### config.mk
export PLATFORM = sky130hd
export DESIGN_NAME = calc_display_driver_flat
export DESIGN_NICKNAME = d
export VERILOG_FILES = /design/src/rtl/calc_display_driver_if.sv /design/src/rtl/calc_display_driver.sv /design/src/flat_wrapper.sv
export SDC_FILE = /design/constraint.sdc
export NUM_CORES = 1
export LEC_CHECK = 0
export CAP_MARGIN = 10
export CORE_ASPECT_RATIO = 0.9
export CORE_MARGIN = 2
export CORE_UTILIZATION = 48
export DETAILED_ROUTE_END_ITERATION = 8
export GPL_TIMING_DRIVEN = 0
export PLACE_DENSITY = 0.75
export SLEW_MARGIN = 20
export SYNTH_ARGS = -nofsm -noshare
export SYNTH_HDL_FRONTEND = slang
export SYNTH_SLANG_ARGS = --single-unit
### constraint.sdc
create_clock -name clk -period 2.55 [get_ports clk]
set_input_delay 0.3825 -clock clk [delete_from_list [all_inputs] [get_ports clk]]
set_output_delay 0.3825 -clock clk [all_outputs]
set_load 0.05 [all_outputs]
### src/rtl/calc_display_driver_if.sv
// ============================================================================
// Module      : calc_display_driver_if
// Description : Bundle between the calculator datapath outputs and the
//               8-digit 7-segment display driver (data in, display pins out).
// Revision    : 1.0 - initial release
// ============================================================================
`default_nettype none

interface calc_display_driver_if;
  logic [15:0] ToDisplay;  // value shown in hex on digits 3..0
  logic [3:0]  Flags;      // {N,Z,C,V}
  logic [2:0]  Status;     // calculator state code, shown on digit 7
  logic [7:0]  AN;         // digit enables, active low
  logic [6:0]  SEG;        // {g,f,e,d,c,b,a}, active low
  logic        DP;         // decimal point, active low
  logic [3:0]  LED;        // shadowed flags, active high

  // Data producer side: drives the values, observes the display pins
  modport master (
    output ToDisplay, Flags, Status,
    input  AN, SEG, DP, LED
  );

  // Display driver side
  modport slave (
    input  ToDisplay, Flags, Status,
    output AN, SEG, DP, LED
  );
endinterface

`default_nettype wire

### src/rtl/calc_display_driver.sv
// ============================================================================
// Module      : calc_display_driver
// Description : Time-multiplexed 8-digit common-anode 7-segment driver.
//               Digits 3..0 show a 16-bit value in hex, digit 7 the status
//               code, flags go to LEDs. Inputs are shadowed once per frame.
// Revision    : 1.0 - initial release
// ============================================================================
`default_nettype none

module calc_display_driver #(
  parameter int REFRESH_DIV = 100_000,  // clk cycles per digit slot (>=2)
  parameter bit LZ_SUPPRESS = 1'b1      // blank leading zero digits 3..1
) (
  input  logic                  clk,
  input  logic                  resetN,
  calc_display_driver_if.slave  bus
);

  localparam int CNT_W = (REFRESH_DIV > 2) ? $clog2(REFRESH_DIV) : 1;
  localparam logic [CNT_W-1:0] CNT_LAST = CNT_W'(REFRESH_DIV - 1);
  localparam logic [2:0]       IDX_LAST = 3'd7;
  localparam logic [2:0]       IDX_DP   = 3'd4;
  localparam logic [6:0]       SEG_BLANK = 7'h7F;

  // Scan state and frame shadow registers
  logic [CNT_W-1:0] div_cnt_q, div_cnt_d;
  logic [2:0]       idx_q, idx_d;
  logic [15:0]      val_q, val_d;
  logic [3:0]       flg_q, flg_d;
  logic [2:0]       sts_q, sts_d;
  logic             cap_pending_q;

  // Registered display outputs
  logic [7:0] an_q, an_d;
  logic [6:0] seg_q, seg_d;
  logic       dp_q, dp_d;
  logic [3:0] led_q;

  logic       slot_end;
  logic       capture;
  logic [3:0] nibble;
  logic       blank;

  // Hex digit to active-low gfedcba pattern
  function automatic logic [6:0] hex_seg(input logic [3:0] n);
    case (n)
      4'h0: hex_seg = 7'h40;  4'h1: hex_seg = 7'h79;
      4'h2: hex_seg = 7'h24;  4'h3: hex_seg = 7'h30;
      4'h4: hex_seg = 7'h19;  4'h5: hex_seg = 7'h12;
      4'h6: hex_seg = 7'h02;  4'h7: hex_seg = 7'h78;
      4'h8: hex_seg = 7'h00;  4'h9: hex_seg = 7'h10;
      4'hA: hex_seg = 7'h08;  4'hB: hex_seg = 7'h03;
      4'hC: hex_seg = 7'h46;  4'hD: hex_seg = 7'h21;
      4'hE: hex_seg = 7'h06;  default: hex_seg = 7'h0E;
    endcase
  endfunction

  // Slot divider, digit index and once-per-frame shadow capture.
  // Capture coincides with the 7->0 wrap so every frame uses one snapshot.
  always_comb begin
    slot_end  = (div_cnt_q == CNT_LAST);
    capture   = cap_pending_q | (slot_end & (idx_q == IDX_LAST));
    div_cnt_d = slot_end ? '0 : div_cnt_q + 1'b1;
    idx_d     = slot_end ? idx_q + 3'd1 : idx_q;  // 3-bit wrap 7->0
    val_d     = capture ? bus.ToDisplay : val_q;
    flg_d     = capture ? bus.Flags     : flg_q;
    sts_d     = capture ? bus.Status    : sts_q;
  end

  // Select the content of the currently enabled digit
  always_comb begin
    nibble = 4'h0;
    blank  = 1'b0;
    case (idx_q)
      3'd0: nibble = val_q[3:0];
      3'd1: begin
        nibble = val_q[7:4];
        blank  = LZ_SUPPRESS && (val_q[15:4] == 12'h000);
      end
      3'd2: begin
        nibble = val_q[11:8];
        blank  = LZ_SUPPRESS && (val_q[15:8] == 8'h00);
      end
      3'd3: begin
        nibble = val_q[15:12];
        blank  = LZ_SUPPRESS && (val_q[15:12] == 4'h0);
      end
      3'd7:    nibble = {1'b0, sts_q};
      default: blank  = 1'b1;
    endcase
    seg_d = blank ? SEG_BLANK : hex_seg(nibble);
    an_d  = ~(8'b1 << idx_q);
    dp_d  = (idx_q != IDX_DP);
  end

  // State and output registers; AN and SEG load on the same edge (no ghosting)
  always_ff @(posedge clk) begin
    if (!resetN) begin
      div_cnt_q     <= '0;
      idx_q         <= 3'd0;
      val_q         <= 16'h0000;
      flg_q         <= 4'h0;
      sts_q         <= 3'd0;
      cap_pending_q <= 1'b1;
      an_q          <= 8'hFF;
      seg_q         <= SEG_BLANK;
      dp_q          <= 1'b1;
      led_q         <= 4'h0;
    end else begin
      div_cnt_q     <= div_cnt_d;
      idx_q         <= idx_d;
      val_q         <= val_d;
      flg_q         <= flg_d;
      sts_q         <= sts_d;
      cap_pending_q <= 1'b0;
      an_q          <= an_d;
      seg_q         <= seg_d;
      dp_q          <= dp_d;
      led_q         <= flg_q;
    end
  end

  assign bus.AN  = an_q;
  assign bus.SEG = seg_q;
  assign bus.DP  = dp_q;
  assign bus.LED = led_q;

endmodule

`default_nettype wire
### src/flat_wrapper.sv
// flat-port wrapper written by rule: the top's interface ports become plain ports
module calc_display_driver_flat 
#(
  parameter int REFRESH_DIV = 100_000,                                    
  parameter bit LZ_SUPPRESS = 1'b1                                       
)
  (clk, resetN, bus_ToDisplay, bus_Flags, bus_Status, bus_AN, bus_SEG, bus_DP, bus_LED);
  calc_display_driver_if bus_i ();
  input  logic clk;
  input  logic resetN;
  input wire logic [$bits(bus_i.ToDisplay)-1:0] bus_ToDisplay;
  input wire logic [$bits(bus_i.Flags)-1:0] bus_Flags;
  input wire logic [$bits(bus_i.Status)-1:0] bus_Status;
  output wire logic [$bits(bus_i.AN)-1:0] bus_AN;
  output wire logic [$bits(bus_i.SEG)-1:0] bus_SEG;
  output wire logic [$bits(bus_i.DP)-1:0] bus_DP;
  output wire logic [$bits(bus_i.LED)-1:0] bus_LED;
  assign bus_i.ToDisplay = bus_ToDisplay;
  assign bus_i.Flags = bus_Flags;
  assign bus_i.Status = bus_Status;
  assign bus_AN = bus_i.AN;
  assign bus_SEG = bus_i.SEG;
  assign bus_DP = bus_i.DP;
  assign bus_LED = bus_i.LED;
  calc_display_driver #(.REFRESH_DIV(REFRESH_DIV), .LZ_SUPPRESS(LZ_SUPPRESS)) u_core (.clk(clk), .resetN(resetN), .bus(bus_i));
endmodule
==> metrics.md <==
| Metric | Value |
|---|---|
| Gr usage total | 18.8% |
| Distinct cells, synth | 51 |
| Die span in y | 76.4 um |
| Fmax | 0.429 GHz |
| DRT antenna net count | 0 |
| Largest net degree at the start of global routing | 11 |
| Die W | 84.5 um |
| Slew headroom | 59.5% |
| Top post-synthesis cells by area | dfxtp_1 45%, ha_1 6.3%, nand3_1 6.1% |
| First-pass GRT wire length | 9840 um |
| Synthesized cell area | 0.00280 sq mm |
| Post-synth EDFFs | 0 |
| CP Capture Type | flop |
| Site Rows | 26 |
| Worst Max-Slew Pin Slew | 0.602 ns |
| CTS tree | done |
| Total negative slack | 0 ns |
| MaxCap Viol Count | 0 |
| Clock sinks | 63 |
| R2R Path End | u_core.bus.SEG[3]$_SDFF_PP1_ |
| Clock root buffer | clkbuf_8 |
| Reg2Reg Setup Slack | 0.22 ns |
| Synthesized instance count | 317 |
| CTS Buf Count | 9 |
| Hold_sp | u_core.flg_q[0]$_SDFFE_PN0P_ |
| Fillers | 532 |
| Layout cells sized above 1 | 12.4% |
| Syn nets | 356 |
| Initial Util | 49.4% |
| Setup violations, final | 0 |
| Top-count cell post-synth | dfxtp_1 |
| Fin cells | 448 |
| Wire per inst | 12.9 um |
| Leakage | 0.00139 uW |
| Most instantiated cells after synthesis | 63 x dfxtp_1, 40 x nand2_1, 34 x nand3_1 |
| R2r startpoint | u_core.idx_q[2]$_SDFFE_PN0P_ |
| Req. time, crit path | 2.74 ns |
| DRT iter0 DRCs | 131 |
| Nets | 412 |
| Hold path depth | 2 |
| Status | complete, no violations |
| Yosys warnings | 0 |
| CORE AREA | 0.00566 sq mm |
| DP Area | 0.00331 sq mm |
| Drt total wl | 5790 um |
| Placed Cells | 430 |
| Yosys top cell by area | dfxtp_1 |
| Pre-antenna DRT Iters | 5 |
| # DRC | 0 |
| Worst path arrival time | 2.52 ns |
| Sequential share of the synthesized area | 45.1% |
| DP Wirelength | 4270 um |
| Vias in the first global route | 2187 |
| Vias | 2401 |
| Final instance area | 0.00354 sq mm |
| Startpoint types | flop |
| Register bit total from synthesis | 63 |
| Reg2Reg Depth | 11 |
| Setup CP Type | flop to flop |
| Power Dens Cells | 575 mW/mm^2 |
| Routability Congestion | 0.826 |
| Max Root-Sink Buffers | 2 |
| Area growth, synth to finish | 26.8% |
| CTS H-tree lvls | 3 |
| Antenna fix cells | 0 |
| Max-slew violation count | 0 |
| Crit path max fanout | 10 |
| RSZ-0062 raised after global routing | no |
| Clock skew | 0.00698 ns |
| Buffers added on ports | 43 |
| Post-synth ARST share | 0% |
| Worst-path clk slew | 0.07 ns |
| Max VDD drop | 0.000448 V |
| Yosys top cell area share | 45.1% |
| Total gr overflow | 0 |
| Total power | 2040 uW |
| HP Class | flop to flop |
| Initial antenna violation count | 0 |
| Min Tclk post-route | 2.33 ns |
| Primary FF master, synth | dfxtp_1 |
| Syn avg cell area | 8.82 sq um |
| Die area | 0.00645 sq mm |
| IO Count | 45 |
| Hold endpoint | u_core.bus.LED[0]$_SDFF_PN0_ |
| Worst skew pair latency | 0.32 ns |
| Fin. Hold Viols | 0 |
| Final period utilization | 91.5% |
| Vias per cell | 5.36 |
-- worst max-delay path: stages (launching register included) --
cell,delay [ns]
dfxtp_1,0.34
buf_4,0.17
buf_6,0.15
inv_1,0.08
ha_2,0.23
a22oi_1,0.20
o21a_1,0.21
nor2_4,0.07
ha_1,0.30
and3_1,0.16
a211oi_1,0.18
o21ai_0,0.11
-- cell type report --
class | instances | area [sq um] | share of cell area, %
Clock buffer | 12 | 155 | 4.38
Inverter | 14 | 52.6 | 1.48
Clock inverter | 4 | 20.0 | 0.565
Buffer | 19 | 126 | 3.57
Timing Repair Buffer | 45 | 445 | 12.6
Tap cell | 70 | 87.6 | 2.47
Multi-Input combinational cell | 221 | 1400 | 39.4
Sequential cell | 63 | 1260 | 35.6
-- worst max path at each step --
stage,depth (start not counted),startpoint,end
6_report,11,u_core.idx_q[2]$_SDFFE_PN0P_,u_core.bus.SEG[3]$_SDFF_PP1_
5_1_grt,11,u_core.idx_q[2]$_SDFFE_PN0P_,u_core.bus.SEG[3]$_SDFF_PP1_
3_3_place_gp,11,u_core.idx_q[2]$_SDFFE_PN0P_,u_core.bus.SEG[3]$_SDFF_PP1_
4_1_cts,11,u_core.idx_q[2]$_SDFFE_PN0P_,u_core.bus.SEG[3]$_SDFF_PP1_
3_5_place_dp,11,u_core.idx_q[2]$_SDFFE_PN0P_,u_core.bus.SEG[3]$_SDFF_PP1_
2_1_floorplan,11,u_core.idx_q[2]$_SDFFE_PN0P_,u_core.bus.SEG[3]$_SDFF_PP1_
-- where the power goes --
part	internal (uW)	switching [uW]
sequential	1020	22.6
clock	399	344
combinational	108	141
total	1530	507
-- logic make-up after synthesis --
group | Yosys count | share of synthesized area [%]
adders and majority gates | 14 | 6.26
muxes | 3 | 1.07
xor gates and xnor gates | 16 | 5.01
buffers and inverters | 33 | 6.04
AOI/OAI and AO/OA | 59 | 14.5
DFF | 63 | 45.1
and+or+nand+nor | 129 | 22.0
-- sequential cells by signal, summed over array words and instances (netlist names) --
signal and count:
u_core.val_q 16, u_core.bus.SEG 7, u_core.flg_q 4, u_core.bus.LED 4
u_core.div_cnt_q 17, u_core.bus.AN 8, u_core.sts_q 3, u_core.cap_pending_q 1
u_core.idx_q 3
-- layer usage --
metal / routed length (um) / up-vias / global-route usage (%)
li1: - / 1218 / -
met1: 2670 / 1120 / 22.7
met2: 2810 / 61 / 31.8
met3: 270 / 2 / 4.77
met4: 41 / 0 / 7.78
met5: 0 / - / 0
-- cells in the final DEF, fill, tap and decap left out, drive strengths merged, types with 2 or more instances in the layout --
cell           synthesis  final
nor3                   3      3
a222oi                 4      4
xnor2                  8      8
nor2                  29     29
xor2                   8      8
clkbuf                 8     20
or4                    2      2
o21a                   4      4
a21o                   3      3
and3                   4      4
buf                   11     13
ha                    14     14
clkdlybuf4s50          0     43
nand2                 40     40
dfxtp                 63     63
a21oi                  2      2
o311ai                 2      2
clkinv                 0      4
and2                   2      2
o211ai                 2      2
mux2i                  3      3
nor2b                  2      2
nand3                 35     35
o21ai                 28     28
a22oi                  4      4
o221ai                 2      2
nand4                  2      2
nor4                   4      4
inv                   14     14
a211oi                 2      2
-- metrics by stage --
stage	setup slack [ns]	hold WS, ns	util (%)
floorplan	0.146	0.400	-
global placement	-0.219	0.415	58.6
detailed placement	-0.226	0.414	58.6
CTS	0.0462	0.431	62.0
global route	0.00674	0.464	62.6
finish	0.217	0.426	62.6
-- timing repair --
item / in CTS / in global routing
hold endpoints to repair: 0 / 0
setup buffers: 2 / 0
hold buffers: 0 / 0
gates cloned: 0 / 0
gates resized for setup: 3 / 12
setup endpoints to repair: 7 / 6
pin swaps: 0 / 3
Note: power is estimated with default switching activity, not from simulation.
